[config.mk]
export PLATFORM = sky130hd
export DESIGN_NAME = frame_rr_mux_flat
export DESIGN_NICKNAME = d
export VERILOG_FILES = /design/src/rtl/frame_rr_mux_if.sv /design/src/rtl/frame_rr_mux.sv /design/src/flat_wrapper.sv
export SDC_FILE = /design/constraint.sdc
export NUM_CORES = 1
export LEC_CHECK = 0
export CAP_MARGIN = 30
export CORE_ASPECT_RATIO = 0.9
export CORE_MARGIN = 4
export CORE_UTILIZATION = 53
export CTS_CLUSTER_DIAMETER = 60
export DETAILED_ROUTE_END_ITERATION = 16
export PLACE_DENSITY = 0.84
export RECOVER_POWER = 100
export SLEW_MARGIN = 20
export SYNTH_ARGS = -nofsm -noshare
export SYNTH_HDL_FRONTEND = slang
export SYNTH_SLANG_ARGS = --single-unit
export TNS_END_PERCENT = 100
[constraint.sdc]
create_clock -name clk -period 5.2 [get_ports clk]
set_input_delay 1.04 -clock clk [delete_from_list [all_inputs] [get_ports clk]]
set_output_delay 1.04 -clock clk [all_outputs]
set_load 0.03 [all_outputs]
[src/rtl/frame_rr_mux_if.sv]
// Ingress/egress packet-FIFO bundle for frame_rr_mux.
// master: the multiplexer (reads N ingress FIFOs, writes one egress FIFO).
// slave:  the FIFO side (ingress FIFOs plus the egress FIFO).
interface frame_rr_mux_if #(
    parameter int N_CH = 3,
    parameter int DW   = 8
);
    logic [N_CH-1:0]    in_empty;
    logic [N_CH*DW-1:0] in_dout;
    logic [N_CH-1:0]    in_eod;
    logic [N_CH-1:0]    in_rden;
    logic               out_afull;
    logic [DW-1:0]      out_din;
    logic               out_wren;
    logic               out_eod;

    modport master (
        input  in_empty, in_dout, in_eod, out_afull,
        output in_rden, out_din, out_wren, out_eod
    );

    modport slave (
        output in_empty, in_dout, in_eod, out_afull,
        input  in_rden, out_din, out_wren, out_eod
    );
endinterface

[src/rtl/frame_rr_mux.sv]
// N-channel frame multiplexer: drains whole frames from per-port ingress
// FIFOs (registered read, one read in flight) into a single egress FIFO.
// Round-robin arbitration at frame granularity, inter-frame gap, frame
// length limit with truncation (excess bytes drained and dropped).
module frame_rr_mux #(
    parameter int N_CH    = 3,     // 2..8
    parameter int DW      = 8,
    parameter int IFG_CYC = 12,    // >= 1
    parameter int MAX_LEN = 1522   // >= 2
) (
    input  logic               clk,
    input  logic               arst_n,
    input  logic [N_CH-1:0]    ch_en,
    frame_rr_mux_if.master     bus,
    output logic [N_CH-1:0]    grant,
    output logic               busy,
    output logic [15:0]        frame_cnt,
    output logic [7:0]         trunc_cnt
);

    localparam int CW = $clog2(N_CH);
    localparam int LW = $clog2(MAX_LEN + 1);
    localparam int GW = (IFG_CYC > 1) ? $clog2(IFG_CYC + 1) : 1;

    // DRAIN is split in two so that only one read is ever outstanding:
    // DRAIN_RD issues the read, DRAIN_CHK looks at the returned EOD.
    typedef enum logic [2:0] {
        IDLE,
        RD,
        WR,
        DRAIN_RD,
        DRAIN_CHK,
        GAP
    } state_t;

    state_t          state;
    logic [CW-1:0]   ptr;      // last channel served
    logic [CW-1:0]   gidx;     // owning channel index
    logic [LW-1:0]   len;      // bytes written in the current frame
    logic [GW-1:0]   gap_cnt;

    logic            found;
    logic [CW-1:0]   pick;
    logic [DW-1:0]   cur_dout;
    logic            cur_eod;
    logic            cur_empty;
    logic            last_allowed;

    logic [N_CH-1:0] rden;
    logic [DW-1:0]   din;
    logic            wren;
    logic            eod;

    // Round-robin search starting at ptr+1, wrapping modulo N_CH.
    always_comb begin
        logic [CW:0] sum;
        // NOTE: every variable assigned in a combinational block gets a
        // default first, so no path leaves it unassigned (no latch).
        found = 1'b0;
        pick  = '0;
        sum   = '0;
        for (int k = 1; k <= N_CH; k++) begin
            sum = {1'b0, ptr} + (CW+1)'(k);
            if (sum >= (CW+1)'(N_CH))
                sum = sum - (CW+1)'(N_CH);
            if (!found && ch_en[sum[CW-1:0]] && !bus.in_empty[sum[CW-1:0]]) begin
                found = 1'b1;
                pick  = sum[CW-1:0];
            end
        end
    end

    // Select the owning channel's FIFO signals.
    always_comb begin
        cur_dout  = '0;
        cur_eod   = 1'b0;
        cur_empty = 1'b1;
        for (int i = 0; i < N_CH; i++) begin
            if (gidx == CW'(i)) begin
                cur_dout  = bus.in_dout[i*DW +: DW];
                cur_eod   = bus.in_eod[i];
                cur_empty = bus.in_empty[i];
            end
        end
    end

    assign last_allowed = (len == LW'(MAX_LEN - 1));

    // FIFO strobes and egress data decoded from state and inputs.
    always_comb begin
        rden = '0;
        din  = '0;
        wren = 1'b0;
        eod  = 1'b0;
        case (state)
            RD: begin
                if (!cur_empty && !bus.out_afull)
                    rden[gidx] = 1'b1;
            end
            WR: begin
                wren = 1'b1;
                din  = cur_dout;
                eod  = cur_eod | last_allowed;
            end
            DRAIN_RD: begin
                if (!cur_empty)
                    rden[gidx] = 1'b1;
            end
            default: ;
        endcase
    end

    assign bus.in_rden  = rden;
    assign bus.out_din  = din;
    assign bus.out_wren = wren;
    assign bus.out_eod  = eod;
    assign busy         = (state != IDLE);

    // Frame state machine, grant/pointer bookkeeping and counters.
    always_ff @(posedge clk or negedge arst_n) begin
        if (!arst_n) begin
            state     <= IDLE;
            ptr       <= CW'(N_CH - 1);
            gidx      <= '0;
            grant     <= '0;
            len       <= '0;
            gap_cnt   <= '0;
            frame_cnt <= '0;
            trunc_cnt <= '0;
        end else begin
            // NOTE: state registers use non-blocking assignment so every
            // flop samples pre-edge values, independent of block order.
            case (state)
                IDLE: begin
                    if (found) begin
                        gidx  <= pick;
                        grant <= N_CH'(1) << pick;
                        len   <= '0;
                        state <= RD;
                    end
                end
                RD: begin
                    if (!cur_empty && !bus.out_afull)
                        state <= WR;
                end
                WR: begin
                    len <= len + LW'(1);
                    if (cur_eod) begin
                        frame_cnt <= frame_cnt + 16'd1;
                        gap_cnt   <= '0;
                        state     <= GAP;
                    end else if (last_allowed) begin
                        frame_cnt <= frame_cnt + 16'd1;
                        if (trunc_cnt != 8'hFF)
                            trunc_cnt <= trunc_cnt + 8'd1;
                        state <= DRAIN_RD;
                    end else begin
                        state <= RD;
                    end
                end
                DRAIN_RD: begin
                    if (!cur_empty)
                        state <= DRAIN_CHK;
                end
                DRAIN_CHK: begin
                    if (cur_eod) begin
                        gap_cnt <= '0;
                        state   <= GAP;
                    end else begin
                        state <= DRAIN_RD;
                    end
                end
                GAP: begin
                    if (gap_cnt == GW'(IFG_CYC - 1)) begin
                        ptr   <= gidx;
                        grant <= '0;
                        state <= IDLE;
                    end else begin
                        gap_cnt <= gap_cnt + GW'(1);
                    end
                end
                default: state <= IDLE;
            endcase
        end
    end

endmodule

[src/flat_wrapper.sv]
// flat-port wrapper written by rule: the top's interface ports become plain ports
module frame_rr_mux_flat 
#(
    parameter int N_CH    = 3,            
    parameter int DW      = 8,
    parameter int IFG_CYC = 12,           
    parameter int MAX_LEN = 1522          
)
  (clk, arst_n, ch_en, grant, busy, frame_cnt, trunc_cnt, bus_in_empty, bus_in_dout, bus_in_eod, bus_out_afull, bus_in_rden, bus_out_din, bus_out_wren, bus_out_eod);
  frame_rr_mux_if #(.N_CH(N_CH), .DW(DW)) bus_i ();
  input  logic clk;
  input  logic arst_n;
  input  logic [N_CH-1:0] ch_en;
  output logic [N_CH-1:0] grant;
  output logic busy;
  output logic [15:0] frame_cnt;
  output logic [7:0] trunc_cnt;
  input wire logic [$bits(bus_i.in_empty)-1:0] bus_in_empty;
  input wire logic [$bits(bus_i.in_dout)-1:0] bus_in_dout;
  input wire logic [$bits(bus_i.in_eod)-1:0] bus_in_eod;
  input wire logic [$bits(bus_i.out_afull)-1:0] bus_out_afull;
  output wire logic [$bits(bus_i.in_rden)-1:0] bus_in_rden;
  output wire logic [$bits(bus_i.out_din)-1:0] bus_out_din;
  output wire logic [$bits(bus_i.out_wren)-1:0] bus_out_wren;
  output wire logic [$bits(bus_i.out_eod)-1:0] bus_out_eod;
  assign bus_i.in_empty = bus_in_empty;
  assign bus_i.in_dout = bus_in_dout;
  assign bus_i.in_eod = bus_in_eod;
  assign bus_i.out_afull = bus_out_afull;
  assign bus_in_rden = bus_i.in_rden;
  assign bus_out_din = bus_i.out_din;
  assign bus_out_wren = bus_i.out_wren;
  assign bus_out_eod = bus_i.out_eod;
  frame_rr_mux #(.N_CH(N_CH), .DW(DW), .IFG_CYC(IFG_CYC), .MAX_LEN(MAX_LEN)) u_core (.clk(clk), .arst_n(arst_n), .ch_en(ch_en), .bus(bus_i), .grant(grant), .busy(busy), .frame_cnt(frame_cnt), .trunc_cnt(trunc_cnt));
endmodule
# [Word level (Yosys, flattened, before mapping)]
# Index checks and enable logic that the tools add are counted.
# Widths: inputs -> output; s select.
[totals] word_cells=130 in_bits=36 reg_bits=49 out_inout_bits=41
[classes] n_eq_ne=16 muxes=55 reduce_logical=30 magnitude_cmp=8 shift=1 bitwise_logic=2 n_addsub=10
[ops] cell="$mux 16" count=2
[ops] cell="$mux 8" count=4
[ops] cell="$mux 3" count=9
[ops] cell="$pmux 11 s2" count=1
[ops] cell="$mux 1" count=18
[ops] cell="$pmux 3 s6" count=1
[ops] cell="$add 16x1->16 const B" count=1
[ops] cell="$mux 2" count=7
[ops] cell="$bmux 1 s2" count=6
[ops] cell="$lt 2x3->1 const B" count=4
[ops] cell="$pmux 3 s2" count=2
[ops] cell="$add 11x1->11 const B" count=1
[ops] cell="$eq 11x11->1 const B" count=1
[ops] cell="$mux 11" count=1
[ops] cell="$ge 3x2->1 const B" count=3
[ops] cell="$add 8x1->8 const B" count=1
[ops] cell="$mux 4" count=2
[ops] cell="$ne 2x1->1 const B" count=4
[ops] cell="$ne 8x8->1 const B" count=1
[ops] cell="$pmux 4 s2" count=1
[ops] cell="$reduce_and 2->1" count=4
[ops] cell="$reduce_and 4->1" count=2
[ops] cell="$reduce_bool 2->1" count=4
[ops] cell="$logic_and 1x1->1" count=7
[ops] cell="22 further kinds" count=35

# [Logic depth before layout (Yosys ltp)]
[logic_depth] ltp_word=19 ltp_mapped=10 mapped_depth_nobuf=8

# [Worst setup path before layout]
# No wires, ideal clock.
[synth_timing] path_type="input -> output" from="input bus_out_afull" to="output bus_in_rden[1]" slack_ns=1.870 required_ns=4.160 stages=2 arrival_time_ns=2.290 path_buffers=0 path_cell_list="a21o_1 -> nor4b_1"
[synth_via] elab_chain_cells=4
[synth_lines] item="from (decl)" line="flat_wrapper.sv:21" text="input wire logic [$bits(bus_i.out_afull)-1:0] bus_out_afull;"
[synth_lines] item="$logic_not 1->1" line="frame_rr_mux.sv:97" text="if (!cur_empty && !bus.out_afull)"
[synth_lines] item="$logic_and 1x1->1" line="frame_rr_mux.sv:97"
[synth_lines] item="$mux 3" line="frame_rr_mux.sv:97"
[synth_lines] item="$pmux 3 s2" line="frame_rr_mux.sv:95" text="case (state)"
[synth_lines] item="to (decl)" line="flat_wrapper.sv:22" text="output wire logic [$bits(bus_i.in_rden)-1:0] bus_in_rden;"
# No other way between the ends.

# [Worst setup path in the final report]
[layout_timing] from="input bus_in_eod[1]" to="output bus_out_eod"
[layout_via] elab_chain_cells=4
[layout_lines] item="from (decl)" line="flat_wrapper.sv:20" text="input wire logic [$bits(bus_i.in_eod)-1:0] bus_in_eod;"
[layout_lines] item="$mux 1 (2 in series)" line="frame_rr_mux.sv:79" text="if (gidx == CW'(i)) begin"
[layout_lines] item="$or 1x1->1" line="frame_rr_mux.sv:103" text="eod = cur_eod | last_allowed;"
[layout_lines] item="$mux 1" line="frame_rr_mux.sv:95"
[layout_lines] item="to (decl)" line="flat_wrapper.sv:25" text="output wire logic [$bits(bus_i.out_eod)-1:0] bus_out_eod;"
# No other way between the ends.

==> results.cfg <==
[clock_tree]
cts_tree = yes
root_buffer = clkbuf_8
cts_sinks = 49
ctsHoldBuffers = 0
path_clk_slew_ns = 0.10
cts_setup_buffers = 0
clockBufferDepth = 2
cts_buffers = 5
insertion_delay_ns = 0.30
cts_resized = 0
htreeDepth = 2

[layout]
drive_above_1_share_pct = 3.60
mostFrequentLayoutCells = dfrtp_1, dlygate4sd3_1, clkdlybuf4s50_1
final_area_um2 = 3810
seq_area_um2 = 1230
antennaDiodeCount = 0
layout.cells.most_common = dfrtp_1
area_growth_pct = 27.9
layout.nets = 433
multi_input_area_um2 = 1580
fill_cells = 413

[hold_path]
hold_end = u_core.frame_cnt[15]
min_from = u_core.frame_cnt[15]
hp-class = flop to flop
hold_depth = 1

[route]
wl_per_cell_um = 15.0
via_count = 2602
drt_iter0_drc = 174
drc = 0
vias_per_cell = 5.71
wirelength_um = 6820
drtAntennaViolNets = 0
drtPass1Iterations = 4

[sta]
rsz0062_at_grt = no
whs_ns = 0.476
maxSlewViolCount = 34
setup_viol_count_final = 0
max_freq_mhz = 243
max_slew_margin_pct = -12.1
hold_viol_final = 0
layout_min_cycle_time_ns = 4.12
fin_tns_setup_ns = 0
finalClockSkew_ns = 0.0135
fin_crit_sh_pct = 79.2
tightest_slew_ns = 1.68

[setup_path]
r2r_cells = 6
critPathMaxFanout = 6
start_kind = primary input
rrSetupSlack_ns = 2.13
r2r-start = u_core.gidx[0]
worstPathArrival_ns = 3.08
endpoint_kind = output pin
setup.worst_path.start = bus_in_eod[1]
worstPathRequired_ns = 4.16
path_class = primary input to output pin
worstReg2RegEnd = u_core.trunc_cnt[7]

[global_route]
use_met3_pct = 5.29
grt_start_max_net_pins = 34
grt.met2_usage_pct = 35.2
grt_pass1_vias = 2615
antenna_found_initial = 0
track_usage_pct = 20.9
overflow = 0
use_met1_pct = 26.9
grt.busiest_layer = met2
grt_pass1_wl_um = 11800

[floorplanning]
boundaryPins = 77
dieArea_um2 = 6890
die_y_um = 79.2
core_um2 = 5350
fp-row-count = 25
initial_core_util_pct = 55.7
die_x_um = 87.1

[placement]
post-dp-hpwl_um = 5250
io_buffers = 76
placed_area_um2 = 3760
routabilityCongestion = 0.931

[yosys]
syn_area_per_cell_um2 = 9.41
ys_seq_area_share_pct = 41.2
synth_warnings = 0
netlist_instances = 317
synth_cell_types = 56
synth_fp_nets = 362
synthArstFlopShare_pct = 100
synthesis.area_um2 = 2980
synth_edf_count = 0
postSynthRegisterBits = 49
synthFlopType = dfrtp_1

[flow_run]
maxCapViolations = 1

[power]
max-vdd-ir-drop_uv = 236
power_density_nw_per_um2 = 372
total_power_mw = 1.42
leakagePower_nw = 1.78

[outcome]
violations = capacitance limit, slew limit
outcome = complete, but fails checks
## how the worst max path moves through the flow
stage | endpoint | slack (ns) | cells past startpoint
floorplan | bus_in_rden[1] | 1.87 | 2
global placement | bus_out_eod | 1.38 | 5
detailed placement | bus_out_eod | 1.37 | 5
CTS | bus_out_eod | 1.35 | 4
global route | bus_out_eod | 0.93 | 5
finish | bus_out_eod | 1.08 | 5
## state kept, by name, summed over array words and instances, names as in the netlist
register / cells
u_core.gidx: 2
u_core.gap_cnt: 4
u_core.frame_cnt: 16
u_core.trunc_cnt: 8
u_core.state: 3
u_core.grant: 3
u_core.len: 11
u_core.ptr: 2
## metal layers
metal	vias up	part of all wire, %
met4	0	1.0
li1	1268	-
met3	6	6.6
met5	-	0
met2	81	49
met1	1247	44
## worst max-delay path, cell delays in order
cell and delay, ns:
dlygate4sd3_1 0.52, mux2i_1 0.09, a2bb2oi_1 0.18, a21oi_1 0.42, dlygate4sd3_1 0.83
## layout make-up
class,instances,share of cell area [%]
clock buffer,5,1.80
clock inverter,3,1.15
inverter,14,1.38
multi-input combinational,240,41.3
sequential,49,32.2
tap,67,2.20
timing repair buffer,78,20.0
## kinds of logic after synthesis
| kind of cell | after synthesis | synth area share (%) |
|---|---|---|
| adders and majority gates | 9 | 3.78 |
| buffers and inverters | 28 | 4.49 |
| muxes | 13 | 4.45 |
| DFF | 49 | 41.2 |
| and+or+nand+nor | 127 | 23.9 |
| xor gates and xnor gates | 24 | 7.05 |
| AOI/OAI and AO/OA | 67 | 15.1 |
## through the flow
step	std cells	worst slack, ns	utilization (%)
3_3_place_gp	446	1.38	69.9
2_1_floorplan	317	1.87	-
4_1_cts	455	1.35	72.4
5_1_grt	456	0.928	71.3
6_report	456	1.08	71.3
3_5_place_dp	447	1.37	70.3
## synthesized netlist by cell type (2+ instances only)
master / count / area (um^2)
a211oi_1: 2 / 15.0
a21o_1: 7 / 52.6
a21oi_1: 21 / 105
a31oi_1: 4 / 25.0
a32o_1: 2 / 20.0
a41oi_1: 2 / 17.5
and2_1: 5 / 31.3
and3_1: 9 / 56.3
and4_1: 3 / 26.3
buf_2: 2 / 10.0
buf_6: 3 / 33.8
clkbuf_1: 7 / 26.3
dfrtp_1: 48 / 1200
ha_1: 9 / 113
inv_1: 14 / 52.6
mux2_2: 2 / 22.5
mux2i_1: 11 / 110
nand2_1: 24 / 90.1
nand2b_1: 5 / 31.3
nand3_1: 16 / 80.1
nand3b_1: 2 / 15.0
nand4_1: 6 / 37.5
nor2_1: 31 / 116
nor2b_1: 4 / 25.0
nor3_1: 9 / 45.0
nor3b_1: 2 / 15.0
o21a_1: 3 / 22.5
o21ai_0: 12 / 60.1
o21bai_1: 2 / 15.0
o22ai_1: 2 / 12.5
xnor2_1: 14 / 123
xor2_1: 10 / 87.6
## power breakdown
group          total [mW]  internal [mW]  switching (mW)  leakage [nW]
Combinational       0.570          0.249           0.321          1.06
Sequential          0.579          0.452           0.127         0.657
Clock               0.270          0.144           0.125        0.0585
Note: power is estimated with default switching activity, not from simulation.
